<file path="src/rtl/sr_flag_arbiter.sv">
// Round-robin arbiter that drives set/reset strobes into eight SR flag latches and keeps a shadow copy of them.
// Optional collision counter is enabled by defining SR_CONFLICT_CNT_EN.
module sr_flag_arbiter (
    input  logic        clk,
    input  logic        rst_n,
    input  logic [3:0]  req,
    input  logic [3:0]  op,
    input  logic [11:0] idx,
    output logic [3:0]  gnt,
    output logic [7:0]  s_out,
    output logic [7:0]  r_out,
    output logic [7:0]  q,
    output logic        busy,
    output logic [7:0]  conflict_cnt
);

    typedef enum logic [1:0] {IDLE, APPLY, RELEASE} state_t;

    state_t      state_q, state_d;
    logic [1:0]  rr_q, rr_d;
    logic        op_q, op_d;
    logic [2:0]  idx_q, idx_d;
    logic [3:0]  gnt_q, gnt_d;
    logic [7:0]  s_q, s_d, r_q, r_d, q_q, q_d;
    logic        busy_q, busy_d;

    logic [1:0]  win, cand;
    logic        win_vld;
    logic        win_op;
    logic [2:0]  win_idx;

    // First asserted request at or above rr_q, wrapping modulo 4.
    always_comb begin
        win     = rr_q;
        cand    = rr_q;
        win_vld = 1'b0;
        for (int unsigned k = 0; k < 4; k++) begin
            cand = rr_q + 2'(k);
            if (!win_vld && req[cand]) begin
                win     = cand;
                win_vld = 1'b1;
            end
        end
        win_op  = op[win];
        win_idx = '0;
        for (int unsigned i = 0; i < 4; i++) begin
            if (win == 2'(i)) win_idx = idx[3*i +: 3];
        end
    end

    always_ff @(posedge clk or negedge rst_n) begin
        if (!rst_n) begin
            state_q <= IDLE;
            rr_q    <= '0;
            op_q    <= 1'b0;
            idx_q   <= '0;
            gnt_q   <= '0;
            s_q     <= '0;
            r_q     <= '0;
            q_q     <= '0;
            busy_q  <= 1'b0;
        end else begin
            state_q <= state_d;
            rr_q    <= rr_d;
            op_q    <= op_d;
            idx_q   <= idx_d;
            gnt_q   <= gnt_d;
            s_q     <= s_d;
            r_q     <= r_d;
            q_q     <= q_d;
            busy_q  <= busy_d;
        end
    end

    always_comb begin
        state_d = state_q;
        rr_d    = rr_q;
        op_d    = op_q;
        idx_d   = idx_q;
        case (state_q)
            IDLE: begin
                if (win_vld) begin
                    state_d = APPLY;
                    rr_d    = win + 2'd1;
                    op_d    = win_op;
                    idx_d   = win_idx;
                end
            end
            APPLY:   state_d = RELEASE;
            RELEASE: state_d = IDLE;
            default: state_d = IDLE;
        endcase
    end

    // Strobes are computed one cycle ahead so they are flop outputs during APPLY.
    always_comb begin
        gnt_d  = '0;
        s_d    = '0;
        r_d    = '0;
        q_d    = q_q;
        busy_d = (state_d != IDLE);
        case (state_q)
            IDLE: begin
                if (win_vld) begin
                    gnt_d[win] = 1'b1;
                    if (win_op) s_d[win_idx] = 1'b1;
                    else        r_d[win_idx] = 1'b1;
                end
            end
            APPLY:   q_d[idx_q] = op_q;
            default: ;
        endcase
    end

    assign gnt   = gnt_q;
    assign s_out = s_q;
    assign r_out = r_q;
    assign q     = q_q;
    assign busy  = busy_q;

`ifdef SR_CONFLICT_CNT_EN
    logic [7:0] cnt_q, cnt_d;
    logic       collide;

    always_comb begin
        collide = 1'b0;
        for (int unsigned i = 0; i < 4; i++) begin
            for (int unsigned j = i + 1; j < 4; j++) begin
                if (req[i] && req[j] && (idx[3*i +: 3] == idx[3*j +: 3]) && (op[i] != op[j]))
                    collide = 1'b1;
            end
        end
        cnt_d = cnt_q;
        if ((state_q == IDLE) && collide && (cnt_q != 8'hFF))
            cnt_d = cnt_q + 8'd1;
    end

    always_ff @(posedge clk or negedge rst_n) begin
        if (!rst_n) cnt_q <= '0;
        else        cnt_q <= cnt_d;
    end

    assign conflict_cnt = cnt_q;
`else
    assign conflict_cnt = '0;
`endif

endmodule

</file>
<file path="config.mk">
export PLATFORM = sky130hd
export DESIGN_NAME = sr_flag_arbiter
export DESIGN_NICKNAME = d
export VERILOG_FILES = /design/src/rtl/sr_flag_arbiter.sv
export SDC_FILE = /design/constraint.sdc
export NUM_CORES = 1
export LEC_CHECK = 0
export CORE_MARGIN = 4
export CORE_UTILIZATION = 41
export DETAILED_ROUTE_END_ITERATION = 10
export PLACE_DENSITY_LB_ADDON = 0.05
export SYNTH_ARGS = -nofsm -noshare
export SYNTH_HDL_FRONTEND = slang
export SYNTH_SLANG_ARGS = --single-unit
</file>
<file path="constraint.sdc">
create_clock -name clk -period 2.79 [get_ports clk]
set_clock_uncertainty 0.2 [all_clocks]
set_input_delay 0.4185 -clock clk [delete_from_list [all_inputs] [get_ports clk]]
set_output_delay 0.4185 -clock clk [all_outputs]
set_load 0.02 [all_outputs]
</file>
==> reports/qor.csv <==
stage,metric,value,unit
sta,rsz0062_at_grt,true,
clocking,clk_pin_slew_worst_paths,0.07,ns
floorplan,dieArea,5489,um2
clocking,cts_buffer_depth,2,
power_and_ir_drop,ir_worst_vdd,0.4747,mV
power_and_ir_drop,p_leak,1.188,nW
setup_path,arrival,2.83,ns
routing,drc,0,
setup_path,critPathCaptureType,flip-flop,
run_status,violations,negative setup slack,
placement,hpwl,3230,um
sta,worst_slew_pin_slew,0.5624,ns
clocking,cts_root_buffer,clkbuf_8,
sta,setup_viol,1,
setup_path,cp_slowest_stage_delay,0.44,ns
cells_and_area,drive_gt1_share,33.47,%
sta,max_slew_margin,62.22,%
yosys,synthCells,160,
setup_path,cp_common_cell,buf_4,
power_and_ir_drop,powerDensity,1054,nW/um2
global_route,grt_start_max_net_pins,38,
setup_path,critPathRequiredTime,2.78,ns
routing,routed_wl,4600,um
setup_path,worstPathMaxFanout,7,
setup_path,setup.worst_path.start_class,flip-flop,
yosys,synth_area,1790,um2
routing,firstDrtPassIters,4,
sta,setup-tns-final,-0.05665,ns
cells_and_area,area_growth,54.65,%
sta,hold_viol,0,
routing,viasPerCell,5.291,
hold_path,hp-class,flip-flop to flip-flop,
clocking,insertion_delay,0.29,ns
setup_path,path_class,flip-flop to flip-flop,
floorplan,start_util,43.51,%
global_route,grt_pass1_vias,1516,
yosys,syn_area_per_cell,11.19,um2
sta,finalCritPeriodShare,102.0,%
flow_run,drv_cap,0,
floorplan,fp.dieW,74.09,um
yosys,synth_cell_types,43,
yosys,synth-seq-cells,37,
clocking,cts.htree.levels,2,
cells_and_area,diodes,0,
setup_path,critical-path-slowest-cell,dfrtp_2,
global_route,grt.overflow.total,0,
setup_path,cp_cell_sequence,buf_6 -> buf_4 -> o21a_1 -> or2_4 -> buf_4 -> ha_2 -> o31ai_4 -> inv_2 -> o32a_1 -> nor4_2,
sta,post-route-min-period,2.847,ns
floorplan,coreArea,4115,um2
placement,gp_congestion,0.8104,
routing,ant_nets,0,
yosys,ys_warn_count,0,
cells_and_area,fill_cells,330,
global_route,grt_pass1_wl,6989,um
floorplan,ios,59,
routing,wl_per_cell,15.92,um
global_route,grt_antenna_before_repair,0,
global_route,track_usage,16.90,%
cells_and_area,nets,264,
routing,vias,1529,
placement,port_buffers,50,
setup_path,worst-path-buf-inv,4,
routing,drtIter0Drc,59,
sta,drv_slew,0,
power_and_ir_drop,p_total,0.002920,W
yosys,seq_area_frac_synth,51.71,%
sta,fmax,351.3,MHz
setup_path,crit_family,compound AO/OA/AOI/OAI gates,
sta,setup_slack,-0.05665,ns
clocking,hold_buffers,0,
run_status,status,"finished, violations left",
placement,dp_slack,-0.6538,ns
clocking,cts_inserted_buffers,5,
floorplan,die_h,74.09,um
clocking,cts.sinks,37,
floorplan,std_cell_rows,23,
clocking,cts_tree,done,
cells in the final DEF (no fill, tap or decap), drive strengths merged, types with 3 or more instances in the layout:
| cell | n |
|---|---|
| clkdlybuf4s50 | 46 |
| dfrtp | 37 |
| buf | 28 |
| nor4 | 11 |
| mux2 | 9 |
| a211oi | 9 |
| conb | 8 |
| inv | 8 |
| nor2 | 7 |
| nand2 | 6 |
| clkbuf | 6 |
| a21oi | 5 |
| nor2b | 5 |
| dlygate4sd2 | 4 |
| and2 | 4 |
| ha | 4 |
| o21a | 3 |
| nor3b | 3 |
| and3b | 3 |
| nor3 | 3 |
| nand2b | 3 |
| o21ai | 3 |
power breakdown:
group	switching, W	internal (W)	leakage [nW]	total (W)
Clock	0.000178	0.000173	0.0450	0.000350
Sequential	0.000130	0.000714	0.481	0.000844
Combinational	0.000918	0.000808	0.662	0.00173
Total	0.00123	0.00169	1.19	0.00292
worst reg2reg max path, stage by stage (launching register included):
cell     delay, ns
dfrtp_2       0.44
buf_6         0.13
buf_4         0.13
o21a_1        0.13
or2_4         0.28
buf_4         0.14
ha_2          0.25
o31ai_4       0.30
inv_2         0.06
o32a_1        0.38
nor4_2        0.33
state kept, by name (all words and copies together) (netlist names):
signal and cells:
idx_q 3, state_q 2, busy 1, q 8, gnt 4, s_out 8
rr_q 2, r_out 8, op_q 1
stage by stage:
step | instances | util (%) | instance area, um2 | hold WS [ns]
after global placement | 273 | 59.32 | 2441 | 0.2480
after detailed placement | 273 | 59.32 | 2441 | 0.2633
after global routing | 289 | 67.28 | 2769 | 0.2942
after floorplan | 167 | - | 1826 | -0.07709
final | 289 | 67.28 | 2769 | 0.2659
after CTS | 287 | 63.70 | 2621 | 0.2729
area by class of cell:
class | instances | area, um2 | area share, %
clock inverter | 2 | 10.01 | 0.3615
inverter | 8 | 32.53 | 1.175
clock buffer | 6 | 72.57 | 2.621
sequential | 37 | 927.1 | 33.48
timing repair buffer | 78 | 713.2 | 25.76
tap | 50 | 62.56 | 2.259
multi-input combinational | 108 | 950.9 | 34.34
repair_timing:
item,CTS,global route
setup buffers,6,2
endpoints found under the setup margin,18,17
resized for setup,20,25
cloned,0,0
pin swaps,11,10
cell usage after synthesis (all sizes together):
| cell type | n | area, um2 |
|---|---|---|
| and3b | 3 | 26.28 |
| nor4 | 11 | 75.07 |
| a211oi | 9 | 72.57 |
| nand3 | 2 | 10.01 |
| a221oi | 1 | 8.760 |
| a211o | 2 | 17.52 |
| ha | 4 | 50.05 |
| o211a | 2 | 20.02 |
| nand4 | 1 | 6.260 |
| nand3b | 2 | 15.01 |
| nor2b | 5 | 31.28 |
| a21oi | 5 | 25.02 |
| nor3b | 3 | 22.52 |
| and2 | 4 | 25.02 |
| o32a | 2 | 20.02 |
| nand2 | 6 | 22.52 |
| a31oi | 2 | 12.51 |
| o31a | 1 | 8.760 |
| nand2b | 3 | 18.77 |
| buf | 11 | 86.33 |
| and2b | 1 | 7.510 |
| nor2 | 7 | 26.28 |
| dfrtp | 37 | 925.9 |
| mux2i | 1 | 10.01 |
| o21ai | 3 | 15.01 |
| o31ai | 1 | 12.51 |
| o211ai | 2 | 20.02 |
| mux2 | 9 | 101.4 |
| a31o | 1 | 8.760 |
| o21a | 3 | 22.52 |
| clkbuf | 3 | 11.26 |
| conb | 1 | 3.750 |
| nor3 | 3 | 15.01 |
| or2 | 1 | 6.260 |
| inv | 8 | 30.03 |
path summary, 6_finish.rpt:
kind,endpoint,slack (ns),from,cells past startpoint
max,s_out[0]$_DFF_PN0_,-0.06,rr_q[1]$_DFFE_PN0P_,10
min,gnt[3]$_DFF_PN0_,0.27,state_q[0]$_DFF_PN0_,1
max reg2reg,s_out[0]$_DFF_PN0_,-0.06,rr_q[1]$_DFFE_PN0P_,10
min reg2reg,gnt[3]$_DFF_PN0_,0.27,state_q[0]$_DFF_PN0_,1
max in group asynchronous,rr_q[1]$_DFFE_PN0P_,1.69,rst_n,2
min in group asynchronous,q[2]$_DFFE_PN0P_,0.35,rst_n,2
kinds of logic after synthesis:
| kind of cell | share of synthesized area, % |
|---|---|
| other | 0.2094 |
| adder cells (fa/ha/maj) | 2.795 |
| multiplexers | 6.220 |
| AO/OA/AOI/OAI | 14.74 |
| flip-flops | 51.71 |
| buffers and inverters | 7.128 |
| AND/OR/NAND/NOR | 17.19 |
per-layer routing:
| metal | part of all wire (%) | wire length (um) | track usage [%] | vias to the layer above |
|---|---|---|---|---|
| met5 | 0 | 0 | 0 | - |
| met4 | 2.5 | 117 | 8.451 | 0 |
| met3 | 6.2 | 285 | 4.595 | 12 |
| met2 | 52 | 2384 | 28.44 | 59 |
| met1 | 39 | 1813 | 19.81 | 740 |
| li1 | - | - | - | 718 |
No activity file was read; power rests on OpenSTA's default activity.
